### src/rtl/mem_arbiter_pkg.sv
// mem_arbiter_pkg: shared types and constants for the two-port memory arbiter.
//   arb_state_e  - arbiter FSM states (free, or locked to one port)
//   port_idx_t   - index of a bus master (0 = core, 1 = second master)
//   Idle*        - memory-side outputs driven when nothing is granted
//   other_port() - the port that is not the given one
package mem_arbiter_pkg;

  typedef enum logic [1:0] {
    IDLE = 2'd0,
    OWN0 = 2'd1,
    OWN1 = 2'd2
  } arb_state_e;

  typedef logic port_idx_t;

  localparam logic [31:0] IdleWdata      = 32'h0;
  localparam logic [3:0]  IdleWmask      = 4'h0;
  localparam logic        IdleNotWriting = 1'b1;
  localparam logic        IdleReadEn     = 1'b0;

  function automatic port_idx_t other_port(port_idx_t p);
    return ~p;
  endfunction

endpackage

### src/rtl/mem_return_pipe.sv
// mem_return_pipe: carries {valid, owner} for every accepted read through a
// READ_LATENCY-deep delay line and steers the memory read data back to the
// port that issued the read.
//   clock, reset           - clock, asynchronous active-low reset
//   push_valid, push_owner - a read was accepted this cycle, and by which port
//   mem_rdata              - memory read data, valid READ_LATENCY cycles later
//   m0_rvalid, m0_rdata    - read return for port 0
//   m1_rvalid, m1_rdata    - read return for port 1
module mem_return_pipe
  import mem_arbiter_pkg::*;
#(
  parameter int unsigned READ_LATENCY = 1
) (
  input  logic        clock,
  input  logic        reset,
  input  logic        push_valid,
  input  port_idx_t   push_owner,
  input  logic [31:0] mem_rdata,
  output logic        m0_rvalid,
  output logic [31:0] m0_rdata,
  output logic        m1_rvalid,
  output logic [31:0] m1_rdata
);

  logic [READ_LATENCY-1:0] vld_q;
  logic [READ_LATENCY-1:0] own_q;
  logic [31:0]             m0_rdata_q;
  logic [31:0]             m1_rdata_q;

  always_ff @(posedge clock or negedge reset) begin
    if (!reset) begin
      vld_q <= '0;
      own_q <= '0;
    end else begin
      vld_q[0] <= push_valid;
      own_q[0] <= push_owner;
      for (int i = 1; i < int'(READ_LATENCY); i++) begin
        vld_q[i] <= vld_q[i-1];
        own_q[i] <= own_q[i-1];
      end
    end
  end

  assign m0_rvalid = vld_q[READ_LATENCY-1] & (own_q[READ_LATENCY-1] == 1'b0);
  assign m1_rvalid = vld_q[READ_LATENCY-1] & (own_q[READ_LATENCY-1] == 1'b1);

  // Capture registers keep the last returned word for each port.
  always_ff @(posedge clock or negedge reset) begin
    if (!reset) begin
      m0_rdata_q <= '0;
      m1_rdata_q <= '0;
    end else begin
      if (m0_rvalid) m0_rdata_q <= mem_rdata;
      if (m1_rvalid) m1_rdata_q <= mem_rdata;
    end
  end

  // Memory data is only present in the exit cycle, so pass it straight through then.
  assign m0_rdata = m0_rvalid ? mem_rdata : m0_rdata_q;
  assign m1_rdata = m1_rvalid ? mem_rdata : m1_rdata_q;

endmodule

### src/rtl/mem_arbiter.sv
// mem_arbiter: shares one memory word port between two bus masters with
// round-robin priority, a bounded lock for atomic sequences, and read data
// returned to the originating port after the memory's fixed read latency.
//   clock, reset                  - clock, asynchronous active-low reset
//   mN_req/we/addr/wdata/wmask    - access request from master N (N = 0, 1)
//   mN_lock                       - keep ownership after this access
//   mN_gnt                        - access accepted this cycle (combinational)
//   mN_rvalid, mN_rdata           - read return to master N
//   mem_addr/wdata/wmask          - word address, data, byte mask to memory
//   mem_not_writing, mem_read_en  - memory strobes (write is active low)
//   mem_rdata                     - memory read data
module mem_arbiter
  import mem_arbiter_pkg::*;
#(
  parameter int unsigned ADDR_WIDTH   = 24,
  parameter int unsigned READ_LATENCY = 1,
  parameter int unsigned MAX_HOLD     = 8
) (
  input  logic                  clock,
  input  logic                  reset,
  input  logic                  m0_req,
  input  logic                  m0_we,
  input  logic [ADDR_WIDTH-1:0] m0_addr,
  input  logic [31:0]           m0_wdata,
  input  logic [3:0]            m0_wmask,
  input  logic                  m0_lock,
  output logic                  m0_gnt,
  output logic                  m0_rvalid,
  output logic [31:0]           m0_rdata,
  input  logic                  m1_req,
  input  logic                  m1_we,
  input  logic [ADDR_WIDTH-1:0] m1_addr,
  input  logic [31:0]           m1_wdata,
  input  logic [3:0]            m1_wmask,
  input  logic                  m1_lock,
  output logic                  m1_gnt,
  output logic                  m1_rvalid,
  output logic [31:0]           m1_rdata,
  output logic [ADDR_WIDTH-3:0] mem_addr,
  output logic [31:0]           mem_wdata,
  output logic [3:0]            mem_wmask,
  output logic                  mem_not_writing,
  output logic                  mem_read_en,
  input  logic [31:0]           mem_rdata
);

  localparam logic [7:0] MaxHold = 8'(MAX_HOLD);

  arb_state_e state_q;
  port_idx_t  rr_ptr_q;
  logic [7:0] hold_cnt_q;

  logic      any_gnt;
  port_idx_t sel;
  logic      sel_we;
  logic      sel_lock;

  // Byte-offset bits never reach the word-addressed memory.
  logic unused_addr_bits;
  assign unused_addr_bits = ^{m0_addr[1:0], m1_addr[1:0]};

  // Grant depends only on req, state and rr_ptr; lock is looked at after the grant.
  always_comb begin
    m0_gnt = 1'b0;
    m1_gnt = 1'b0;
    if (reset) begin
      unique case (state_q)
        IDLE: begin
          m0_gnt = m0_req & (~m1_req | (rr_ptr_q == 1'b0));
          m1_gnt = m1_req & (~m0_req | (rr_ptr_q == 1'b1));
        end
        OWN0:    m0_gnt = m0_req;
        OWN1:    m1_gnt = m1_req;
        default: ;
      endcase
    end
  end

  assign any_gnt  = m0_gnt | m1_gnt;
  assign sel      = m1_gnt;
  assign sel_we   = sel ? m1_we : m0_we;
  assign sel_lock = sel ? m1_lock : m0_lock;

  always_comb begin
    mem_addr        = '0;
    mem_wdata       = IdleWdata;
    mem_wmask       = IdleWmask;
    mem_not_writing = IdleNotWriting;
    mem_read_en     = IdleReadEn;
    if (any_gnt) begin
      mem_addr  = sel ? m1_addr[ADDR_WIDTH-1:2] : m0_addr[ADDR_WIDTH-1:2];
      mem_wdata = sel ? m1_wdata : m0_wdata;
      if (sel_we) begin
        mem_not_writing = 1'b0;
        mem_wmask       = sel ? m1_wmask : m0_wmask;
      end else begin
        mem_read_en = 1'b1;
      end
    end
  end

  always_ff @(posedge clock or negedge reset) begin
    if (!reset) begin
      state_q    <= IDLE;
      rr_ptr_q   <= 1'b0;
      hold_cnt_q <= '0;
    end else begin
      unique case (state_q)
        IDLE: begin
          if (any_gnt) begin
            rr_ptr_q <= other_port(sel);
            if (sel_lock) begin
              state_q    <= sel ? OWN1 : OWN0;
              hold_cnt_q <= 8'd1;
            end
          end
        end
        OWN0, OWN1: begin
          // The owner's access in the limit cycle still completes; release follows.
          if ((any_gnt && !sel_lock) || (hold_cnt_q == MaxHold)) begin
            state_q    <= IDLE;
            hold_cnt_q <= '0;
            rr_ptr_q   <= other_port(state_q == OWN1);
          end else begin
            hold_cnt_q <= hold_cnt_q + 8'd1;
          end
        end
        default: state_q <= IDLE;
      endcase
    end
  end

  mem_return_pipe #(
    .READ_LATENCY(READ_LATENCY)
  ) u_return_pipe (
    .clock     (clock),
    .reset     (reset),
    .push_valid(any_gnt & ~sel_we),
    .push_owner(sel),
    .mem_rdata (mem_rdata),
    .m0_rvalid (m0_rvalid),
    .m0_rdata  (m0_rdata),
    .m1_rvalid (m1_rvalid),
    .m1_rdata  (m1_rdata)
  );

endmodule
### config.mk
export PLATFORM = sky130hd
export DESIGN_NAME = mem_arbiter
export DESIGN_NICKNAME = d
export VERILOG_FILES = /design/src/rtl/mem_arbiter_pkg.sv /design/src/rtl/mem_return_pipe.sv /design/src/rtl/mem_arbiter.sv
export SDC_FILE = /design/constraint.sdc
export NUM_CORES = 1
export LEC_CHECK = 0
export CORE_ASPECT_RATIO = 1.5
export CORE_MARGIN = 3
export CORE_UTILIZATION = 33
export CTS_BUF_LIST = sky130_fd_sc_hd__clkbuf_16
export DETAILED_ROUTE_END_ITERATION = 16
export PLACE_DENSITY = 0.88
export SLEW_MARGIN = 5
export SYNTH_ARGS = -nofsm -noshare
export SYNTH_HDL_FRONTEND = slang
export SYNTH_HIERARCHICAL = 1
export SYNTH_SLANG_ARGS = --single-unit
### constraint.sdc
create_clock -name clock -period 2.4 [get_ports clock]
set_clock_uncertainty 0.1 [all_clocks]
set_input_delay 0.48 -clock clock [delete_from_list [all_inputs] [get_ports clock]]
set_output_delay 0.48 -clock clock [all_outputs]
set_load 0.05 [all_outputs]
==> results of run 1 <==
-- worst max path at each step --
stage                                start           end  slack, ns  cells past startpoint
finish              state_q[0]$_DFFE_PN0P_  mem_addr[12]      -0.40                      9
detailed placement                  m0_req   mem_addr[8]      -0.62                      8
global route        state_q[0]$_DFFE_PN0P_   mem_addr[5]      -0.46                     10
floorplan                           m0_req  mem_wdata[0]      -0.05                      7
CTS                 state_q[1]$_DFFE_PN0P_  mem_wmask[1]      -0.36                      9
global placement                    m0_req   mem_addr[3]      -0.50                      8
-- state kept, by name, summed over array words and instances, names as in the netlist --
register	flops
hold_cnt_q	8
rr_ptr_q	1
state_q	2
u_return_pipe/m0_rdata_q	32
u_return_pipe/m1_rdata_q	32
u_return_pipe/own_q	1
u_return_pipe/vld_q	1
-- logic make-up (layout without fill, tap and decap cells) --
kind of cell | after synthesis | in the layout | synth area share (%)
adders and majority gates | 6 | 6 | 1.748
other | 0 | 1 | 0
and+or+nand+nor | 160 | 160 | 15.85
AOI/OAI and AO/OA | 90 | 91 | 12.06
DFF | 77 | 77 | 44.87
muxes | 66 | 66 | 19.78
buffers and inverters | 39 | 367 | 5.681
-- repair_timing --
| action | 4_1_cts | 5_1_grt |
|---|---|---|
| gates resized for setup | 44 | 28 |
| setup endpoints to repair | 67 | 84 |
| cloned | 3 | 4 |
| hold endpoints to repair | 1 | 0 |
| buffers inserted | 9 | 9 |
| hold buffers | 1 | 0 |
| pin swaps | 11 | 20 |
-- critical path: cells and delay by family, from the launching register on --
| family | cells | cell delay, ns |
|---|---|---|
| AOI/OAI and AO/OA | 3 | 0.60 |
| and+or+nand+nor | 1 | 0.16 |
| DFF | 1 | 0.38 |
| adders and majority gates | 1 | 0.18 |
| buffers and inverters | 4 | 0.57 |
-- per-layer routing --
layer | global-route usage (%) | share of wire (%) | vias to the layer above
li1 | - | - | 2132
met1 | 30.39 | 34 | 2351
met2 | 47.68 | 50 | 356
met3 | 9.017 | 11 | 64
met4 | 14.08 | 4.5 | 6
met5 | 0 | 0.16 | -
-- cell usage in the layout (no fill, tap or decap), types with 3 or more instances in the layout --
| cell | n |
|---|---|
| clkdlybuf4s50_1 | 153 |
| buf_12 | 108 |
| nand2_1 | 107 |
| dfrtp_1 | 77 |
| buf_4 | 61 |
| a21oi_4 | 55 |
| mux2_2 | 35 |
| mux2_4 | 29 |
| nand2_2 | 21 |
| clkbuf_16 | 13 |
| buf_6 | 11 |
| inv_1 | 6 |
| nor2_1 | 6 |
| o21ai_0 | 5 |
| a22o_1 | 5 |
| a21oi_1 | 4 |
| nor2b_1 | 4 |
| o21a_4 | 3 |
| a21oi_2 | 3 |
| nand3_1 | 3 |
| o21bai_1 | 3 |
| ha_1 | 3 |
-- final cells by class --
class | count | area [um^2] | area share (%)
diodes | 1 | 2.502 | 0.02532
clock buffers | 9 | 225.2 | 2.278
clock inverters | 6 | 62.56 | 0.6329
inverters | 9 | 36.28 | 0.3671
multi-input cells | 323 | 2957 | 29.91
flip-flops and latches | 77 | 1927 | 19.49
well taps | 156 | 195.2 | 1.975
repair buffers | 343 | 4479 | 45.32
-- power groups by stage --
stage / clock network (mW) / registers (mW) / logic [mW]
floorplan: 0 / 2.07 / 5.17
global placement: 0 / 2.10 / 8.65
detailed placement: 0 / 2.15 / 8.83
CTS: 1.35 / 2.14 / 9.14
global route: 1.41 / 2.21 / 9.78
finish: 1.32 / 2.16 / 9.50
-- metrics by stage --
stage / TNS (ns) / hold WS [ns] / power, mW / area (um^2) / utilization [%]
2_1_floorplan: -1.507 / 0.08441 / 7.239 / 5024 / -
3_3_place_gp: -28.60 / 0.1925 / 10.75 / 9032 / 71.48
3_5_place_dp: -36.30 / 0.1955 / 10.98 / 9032 / 71.48
4_1_cts: -19.75 / 0.3907 / 12.63 / 9609 / 76.04
5_1_grt: -26.15 / 0.4063 / 13.39 / 9884 / 78.22
6_report: -22.44 / 0.3702 / 12.98 / 9884 / 78.22
==> impl_metrics.yaml, run 1 <==
sta:
  max_slew_margin_pct: 36.57
  fin_crit_sh_pct: 116.6
  hold_violations: 0
  report.final.slew_viol_count: 0
  worst_slew_pin_slew_ns: 0.9515
  fin_ws_ns: -0.3976
  min_period_ns: 2.798
  rsz0062_at_grt: "yes"
  max_freq_mhz: 357.5
  setup_viol: 62
global_routing:
  grt_pass1_wl_um: 30800
  grt_usage_pct: 27.84
  grt_max_degree: 77
  grt.overflow.total: 0
  grt_antenna_before_repair: 4
  grt_pass1_vias: 5409
power:
  p_sw_mw: 6.082
  p_comb_share_pct: 73.2
  power_frac_clock_pct: 10.2
  internal-power_mw: 6.898
  p_leak_nw: 4.213
  p_seq_share_pct: 16.6
  p_per_area_mw_per_mm2: 1313
  ir_worst_vdd_mv: 0.6272
  p_sw_share_pct: 46.86
clocking:
  clock_sinks: 77
  clkSlewWorstSetupHoldPaths_ns: 0.06
  cts_root_buf: "clkbuf_16"
  cts_buffers: 9
  cts_buffer_depth: 2
  htreeDepth: 3
  cts_tree: "done"
  clkLatencyLatePin_ns: 0.33
placed_design:
  dp.cells: 885
  port-buffer-count: 283
  dp_hpwl_um: 15640
  gp_congestion: 0.9086
  pre_cts_slack_ns: -0.6190
setup_path:
  cp_slowest_cell: "dfrtp_1"
  critical_path.max_stage_delay_ns: 0.38
  timing.rr.start: "state_q[0]$_DFFE_PN0P_"
  crit_top_cell: "buf_12"
  crit_fanout: 8
  rr_endpoint: "hold_cnt_q[3]$_DFFE_PN0P_"
  path_cells: "inv_2 > ha_4 > and2_4 > o211ai_1 > o21a_4 > buf_12 > buf_12 > a21oi_4 > buf_12"
  r2r_cells: 10
  worstSetupPathType: "flop to output port"
  crit_arrival_ns: 2.22
  regToRegSetupSlack_ns: -0.03
  required_ns: 1.82
  cp-end-kind: "output port"
  startpoint_type: "flop"
logic_synthesis:
  synth.avg_cell_area_um2: 9.804
  syn_inst: 438
  ys_warn_count: 6
  postSynth.asyncResetShare_pct: 100.0
  synth_fp_nets: 604
  ys.flop_type: "dfrtp_1"
  synth_area_mm2: 0.004294
  yosysMostFrequentCell: "nand2_1"
  synth_cell_types: 41
  yosysSeqAreaShare_pct: 44.87
  synthTopCellsByArea: "dfrtp_1 (45%), nand2_1 (11%), mux2_4 (10%), mux2_2 (9.2%), a21oi_1 (7.2%)"
  synth_top_area_share_pct: 44.87
  yosys_register_bits: 77
  synth_edf_count: 0
  synth_common_cells: "nand2_1 (127), dfrtp_1 (77), a21oi_1 (62), mux2_2 (35), mux2_4 (29)"
  synth_area_leader_cell: "dfrtp_1"
worst_hold_path:
  hold_path.class: "input port to async pin"
flow_run:
  max_cap_violations: 0
route:
  drtIter0Drc: 220
  routedWlPerCell_um: 23.01
  drc: 0
  vias_per_cell: 5.313
  firstDrtPassIters: 4
  vias: 4909
  ant_nets: 0
  wl_um: 21260
floorplan:
  initial_utilization_pct: 33.98
  core-area_mm2: 0.01264
  dieHeight_um: 145.7
  io_pins: 288
  num_rows: 50
  die_w_um: 99.14
  die-area_mm2: 0.01445
layout:
  num-fill-cells: 666
  syn_to_final_growth_pct: 130.2
  drive_above_1_share_pct: 48.24
  fin_cells: 924
  finalNetCount: 929
status:
  status: "finished, violations left"
  violations: "negative setup slack"
(Power assumes the default switching activity.)
==> inputs of run 2 (changes only) <==
--- a/config.mk
+++ b/config.mk
@@ -6,13 +6,11 @@
 export NUM_CORES = 1
 export LEC_CHECK = 0
 export CORE_ASPECT_RATIO = 1.5
-export CORE_MARGIN = 3
-export CORE_UTILIZATION = 33
+export CORE_UTILIZATION = 32
 export CTS_BUF_LIST = sky130_fd_sc_hd__clkbuf_16
 export DETAILED_ROUTE_END_ITERATION = 16
 export PLACE_DENSITY = 0.88
 export SLEW_MARGIN = 5
 export SYNTH_ARGS = -nofsm -noshare
 export SYNTH_HDL_FRONTEND = slang
-export SYNTH_HIERARCHICAL = 1
 export SYNTH_SLANG_ARGS = --single-unit
==> impl_metrics.yaml, run 2 <==
placed_design:
  port-buffer-count: 283
  gp_congestion: 0.8946
  dp_hpwl_um: 14850
  place_area_mm2: 0.008768
clocking:
  cts_tree: "done"
  clkLatencyLatePin_ns: 0.33
  cts_buffer_depth: 2
  htreeDepth: 3
  cts_root_buf: "clkbuf_16"
  clock_sinks: 77
  cts_buffers: 9
  clkSlewWorstSetupHoldPaths_ns: 0.06
sta:
  setup_viol: 66
  max_freq_mhz: 360.7
  rsz0062_at_grt: "yes"
  report.final.slew_viol_count: 0
  max_slew_margin_pct: 40.94
  setup_tns_ns: -18.77
  fin_crit_sh_pct: 115.5
  worst_slew_pin_slew_ns: 0.8860
  fin_ws_ns: -0.3724
  min_period_ns: 2.772
  hold_violations: 0
power:
  p_leak_nw: 4.048
  ir_worst_vdd_mv: 0.6225
  p_per_area_mw_per_mm2: 1385
layout:
  layout_common_cells: "clkdlybuf4s50_1 (153), buf_12 (107), nand2_1 (105)"
  antenna_cells: 0
  syn_to_final_growth_pct: 136.8
  reg_top3: "u_return_pipe.m0_rdata_q x32, u_return_pipe.m1_rdata_q x32, hold_cnt_q x8"
  final_common_cell: "clkdlybuf4s50_1"
  stdcell_area_mm2: 0.009701
  num-fill-cells: 714
  drive_above_1_share_pct: 48.26
  finalNetCount: 936
route:
  ant_nets: 0
  vias_per_cell: 5.132
  firstDrtPassIters: 5
  vias: 4778
  drtIter0Drc: 246
  drc: 0
  routedWlPerCell_um: 21.16
  wl_um: 19700
logic_synthesis:
  syn_inst: 438
  synthTopCellsByArea: "dfrtp_1 (47%), mux2_2 (18%), nand2_1 (12%), a21oi_1 (7.8%), clkbuf_1 (1.9%)"
  postSynth.asyncResetShare_pct: 100.0
  synth_fp_nets: 604
  synth_edf_count: 0
  synth_cell_types: 39
  synth_area_leader_cell: "dfrtp_1"
  yosysMostFrequentCell: "nand2_1"
  synth.avg_cell_area_um2: 9.353
  synth_area_mm2: 0.004096
  synth_common_cells: "nand2_1 (126), dfrtp_1 (77), a21oi_1 (64), mux2_2 (64), clkbuf_1 (21)"
  ys.flop_type: "dfrtp_1"
  yosysSeqAreaShare_pct: 47.04
  synth_top_area_share_pct: 47.04
  ys_warn_count: 0
  yosys_register_bits: 77
setup_path:
  regToRegSetupSlack_ns: -0.04
  cp-startpoint: "m1_req"
  required_ns: 1.82
  path_cells: "clkdlybuf4s50_1 > nand2_2 > o21bai_4 > inv_4 > mux2i_1 > or2_4 > a21oi_4 > buf_12"
  timing.rr.start: "state_q[0]$_DFFE_PN0P_"
  critical_path.max_stage_delay_ns: 0.53
  cp-end-kind: "output port"
  crit_arrival_ns: 2.19
  crit_end: "mem_wmask[3]"
  startpoint_type: "input port"
  crit_fanout: 6
  r2r_cells: 9
  worstSetupPathType: "input port to output port"
  rr_endpoint: "hold_cnt_q[3]$_DFFE_PN0P_"
  cp_slowest_cell: "clkdlybuf4s50_1"
floorplan:
  io_pins: 288
  initial_utilization_pct: 32.74
  core-area_mm2: 0.01251
  num_rows: 50
  dieHeight_um: 140.6
  die_w_um: 94.38
  die-area_mm2: 0.01327
global_routing:
  grt_max_degree: 72
  grt_pass1_wl_um: 28690
  grt_antenna_before_repair: 0
  grt_pass1_vias: 5184
  grt.overflow.total: 0
  grt_usage_pct: 29.36
flow_run:
  max_cap_violations: 0
status:
  status: "finished, violations left"
  violations: "negative setup slack"
worst_hold_path:
  hold_path.class: "input port to async pin"
run 2: layout make-up:
class                   count  area [um^2]  area share [%]
repair buffers            347         4498           46.37
multi-input cells         327         2789           28.75
flip-flops and latches     77         1927           19.86
clock buffers               9        225.2           2.322
well taps                 156        195.2           2.012
clock inverters             7        33.78          0.3483
inverters                   8        32.53          0.3354
run 2: how the worst min path moves through the flow:
stage           from                        end  slack (ns)
2_1_floorplan  reset  hold_cnt_q[0]$_DFFE_PN0P_        0.08
3_3_place_gp   reset       rr_ptr_q$_DFFE_PN0P_        0.30
3_5_place_dp   reset       rr_ptr_q$_DFFE_PN0P_        0.30
4_1_cts        reset  hold_cnt_q[0]$_DFFE_PN0P_        0.09
5_1_grt        reset  hold_cnt_q[1]$_DFFE_PN0P_        0.12
6_report       reset  hold_cnt_q[1]$_DFFE_PN0P_        0.11
run 2: where the power goes:
part | total, mW | switching (mW) | internal [mW] | leakage [nW]
Sequential | 2.13 | 0.226 | 1.91 | 0.922
Combinational | 10.1 | 5.71 | 4.40 | 3.00
Clock | 1.19 | 0.508 | 0.681 | 0.123
Total | 13.4 | 6.44 | 6.99 | 4.05
run 2: per-stage QoR:
step	hold slack (ns)	util (%)	total power [mW]	cells	setup slack (ns)
floorplan	0.08441	-	7.275	438	-0.1098
global placement	0.3031	70.08	11.15	892	-0.4691
detailed placement	0.3028	70.08	11.37	892	-0.5392
CTS	0.09305	76.62	13.22	925	-0.3587
global route	0.1180	77.53	13.90	931	-0.4482
finish	0.1112	77.53	13.43	931	-0.3724
run 2: cell families after synthesis:
| logic type | after synthesis | synth area share, % |
|---|---|---|
| adders and majority gates | 6 | 1.833 |
| muxes | 67 | 18.33 |
| buffers and inverters | 35 | 3.391 |
| AOI/OAI and AO/OA | 92 | 12.83 |
| and+or+nand+nor | 161 | 16.59 |
| DFF | 77 | 47.04 |
run 2: what timing repair did:
action	in CTS	in global routing
resized for setup	68	16
setup endpoints to repair	70	70
pin swaps	26	7
cloned	6	1
hold endpoints to repair	1	0
setup buffers	11	6
hold buffers	1	0
run 2: critical path, delay by kind of cell:
family,cells,cell delay [ns]
AOI/OAI and AO/OA,2,0.37
buffers and inverters,3,0.81
muxes,1,0.10
and+or+nand+nor,2,0.41
run 2: layer usage:
layer	vias to the layer above	track usage [%]	wire length, um
li1	2159	-	-
met1	2308	32.40	7135
met2	276	52.40	10330
met3	35	8.091	1722
met4	0	11.17	514
met5	-	0	0
==> inputs of run 3 (changes only) <==
--- a/config.mk
+++ b/config.mk
@@ -5,8 +5,10 @@
 export SDC_FILE = /design/constraint.sdc
 export NUM_CORES = 1
 export LEC_CHECK = 0
+export CELL_PAD_IN_SITES_DETAIL_PLACEMENT = 1
+export CELL_PAD_IN_SITES_GLOBAL_PLACEMENT = 2
 export CORE_ASPECT_RATIO = 1.5
-export CORE_UTILIZATION = 32
+export CORE_UTILIZATION = 17
 export CTS_BUF_LIST = sky130_fd_sc_hd__clkbuf_16
 export DETAILED_ROUTE_END_ITERATION = 16
 export PLACE_DENSITY = 0.88
==> impl_metrics.yaml, run 3 (synthesis gave the netlist of run 2 again) <==
floorplan:
  die_w_um: 128.7
  num_rows: 69
  die-area_mm2: 0.02473
  initial_utilization_pct: 17.32
  core-area_mm2: 0.02366
  dieHeight_um: 192.1
  io_pins: 288
global_routing:
  grt_antenna_before_repair: 2
  grt_usage_pct: 15.34
  grt_max_degree: 52
  grt_pass1_vias: 5171
  grt_pass1_wl_um: 28730
  grt.overflow.total: 0
flow_run:
  max_cap_violations: 0
layout:
  finalNetCount: 944
  drive_above_1_share_pct: 48.79
  final_core_util_pct: 42.48
  layout_common_cells: "clkdlybuf4s50_1 (152), nand2_1 (110), buf_12 (106)"
  fin_cells: 1103
  final_common_cell: "clkdlybuf4s50_1"
  reg_top3: "u_return_pipe.m0_rdata_q x32, u_return_pipe.m1_rdata_q x32, hold_cnt_q x8"
  syn_to_final_growth_pct: 145.3
sta:
  report.final.slew_viol_count: 0
  fin_ws_ns: -0.3632
  timing.hold.ws_ns: 0.1072
  rsz0062_at_grt: "yes"
  max_freq_mhz: 361.9
  hold_violations: 0
  worst_slew_pin_slew_ns: 0.6682
  fin_crit_sh_pct: 115.1
  max_slew_margin_pct: 55.45
  setup_viol: 71
  min_period_ns: 2.763
setup_path:
  worstSetupPathType: "flop to output port"
  cp_slowest_cell: "dfrtp_1"
  required_ns: 1.82
  path_cells: "inv_4 > ha_4 > nand2_4 > nor2_4 > o21bai_4 > inv_4 > mux2i_2 > or2_4 > a21oi_4 > buf_12"
  cp-end-kind: "output port"
  startpoint_type: "flop"
  critical_path.max_stage_delay_ns: 0.40
  crit_fanout: 5
  crit_top_cell: "inv_4"
  crit_arrival_ns: 2.18
route:
  drc: 0
  routedWlPerCell_um: 17.56
  firstDrtPassIters: 4
  wl_um: 19370
  vias: 4703
  vias_per_cell: 4.264
  drtIter0Drc: 112
  ant_nets: 0
clocking:
  clock_sinks: 77
  cts_buffers: 9
  clkLatencyLatePin_ns: 0.33
  clkSlewWorstSetupHoldPaths_ns: 0.06
  htreeDepth: 3
  cts_root_buf: "clkbuf_16"
  cts_tree: "done"
  cts_buffer_depth: 2
status:
  violations: "negative setup slack"
  status: "finished, violations left"
worst_hold_path:
  hold_path.class: "input port to async pin"
power:
  p_leak_nw: 4.207
  ir_worst_vdd_mv: 0.5212
  p_per_area_mw_per_mm2: 1348
  power_mw: 13.55
placed_design:
  dp_hpwl_um: 14450
  dp.cells: 1062
  port-buffer-count: 283
  gp_congestion: 0.7857
## run 3: stage by stage
stage                     TNS, ns  setup slack [ns]  area [um^2]
after floorplan            -3.712           -0.1098         4603
after global placement     -24.33           -0.4092         9025
after detailed placement   -25.80           -0.4489         9025
after CTS                  -19.58           -0.3764         9699
after global routing       -27.17           -0.4644        10050
final                      -19.81           -0.3632        10050
## run 3: path summary, 6_finish.rpt
path                       slack, ns  cells past startpoint                                   start                                endpoint
min                             0.11                      2                                   reset  u_return_pipe.m1_rdata_q[27]$_DFF_PN0_
max reg2reg                    -0.16                     12                  state_q[0]$_DFFE_PN0P_               hold_cnt_q[4]$_DFFE_PN0P_
min in group clock              0.40                      1  u_return_pipe.m0_rdata_q[20]$_DFF_PN0_  u_return_pipe.m0_rdata_q[20]$_DFF_PN0_
min reg2reg                     0.40                      1  u_return_pipe.m0_rdata_q[20]$_DFF_PN0_  u_return_pipe.m0_rdata_q[20]$_DFF_PN0_
max                            -0.36                     10                  state_q[0]$_DFFE_PN0P_                            mem_wmask[2]
max in group asynchronous       1.10                      3                                   reset   u_return_pipe.m0_rdata_q[6]$_DFF_PN0_
## run 3: power by group
part	leakage [nW]	internal, mW	switching [mW]
sequential	0.922	1.90	0.206
clock	0.141	0.799	0.535
combinational	3.14	4.47	5.64
## run 3: what timing repair did
item,4_1_cts,5_1_grt
setup endpoints to repair,67,71
pin swaps,29,15
hold buffers,1,0
buffers inserted,8,6
resized for setup,57,32
gates cloned,4,5
hold endpoints to repair,2,0
## run 3: final cells by class
cell class                 count  area [um^2]
fill                        2558        13610
antenna                        1        2.502
tap                          319        399.1
multi-input combinational    327         2820
clock buffer                   9        225.2
sequential                    77         1927
timing repair buffer         355         4574
clock inverter                 7        66.31
inverter                       8        35.03
## run 3: layer usage
layer	vias to the layer above	share of wire [%]	wire length (um)	GRT usage, %
met5	-	0	0	0
met4	0	2.3	438	6.425
met3	23	7.6	1467	4.513
met2	215	57	11080	30.02
met1	2288	33	6382	14.51
li1	2177	-	-	-
## run 3: critical path, delay by kind of cell (launching register included)
family	cells	cell delay [ns]
AOI/OAI and AO/OA	2	0.32
adders and majority gates	1	0.18
buffers and inverters	3	0.32
DFF	1	0.40
muxes	1	0.17
and+or+nand+nor	3	0.45
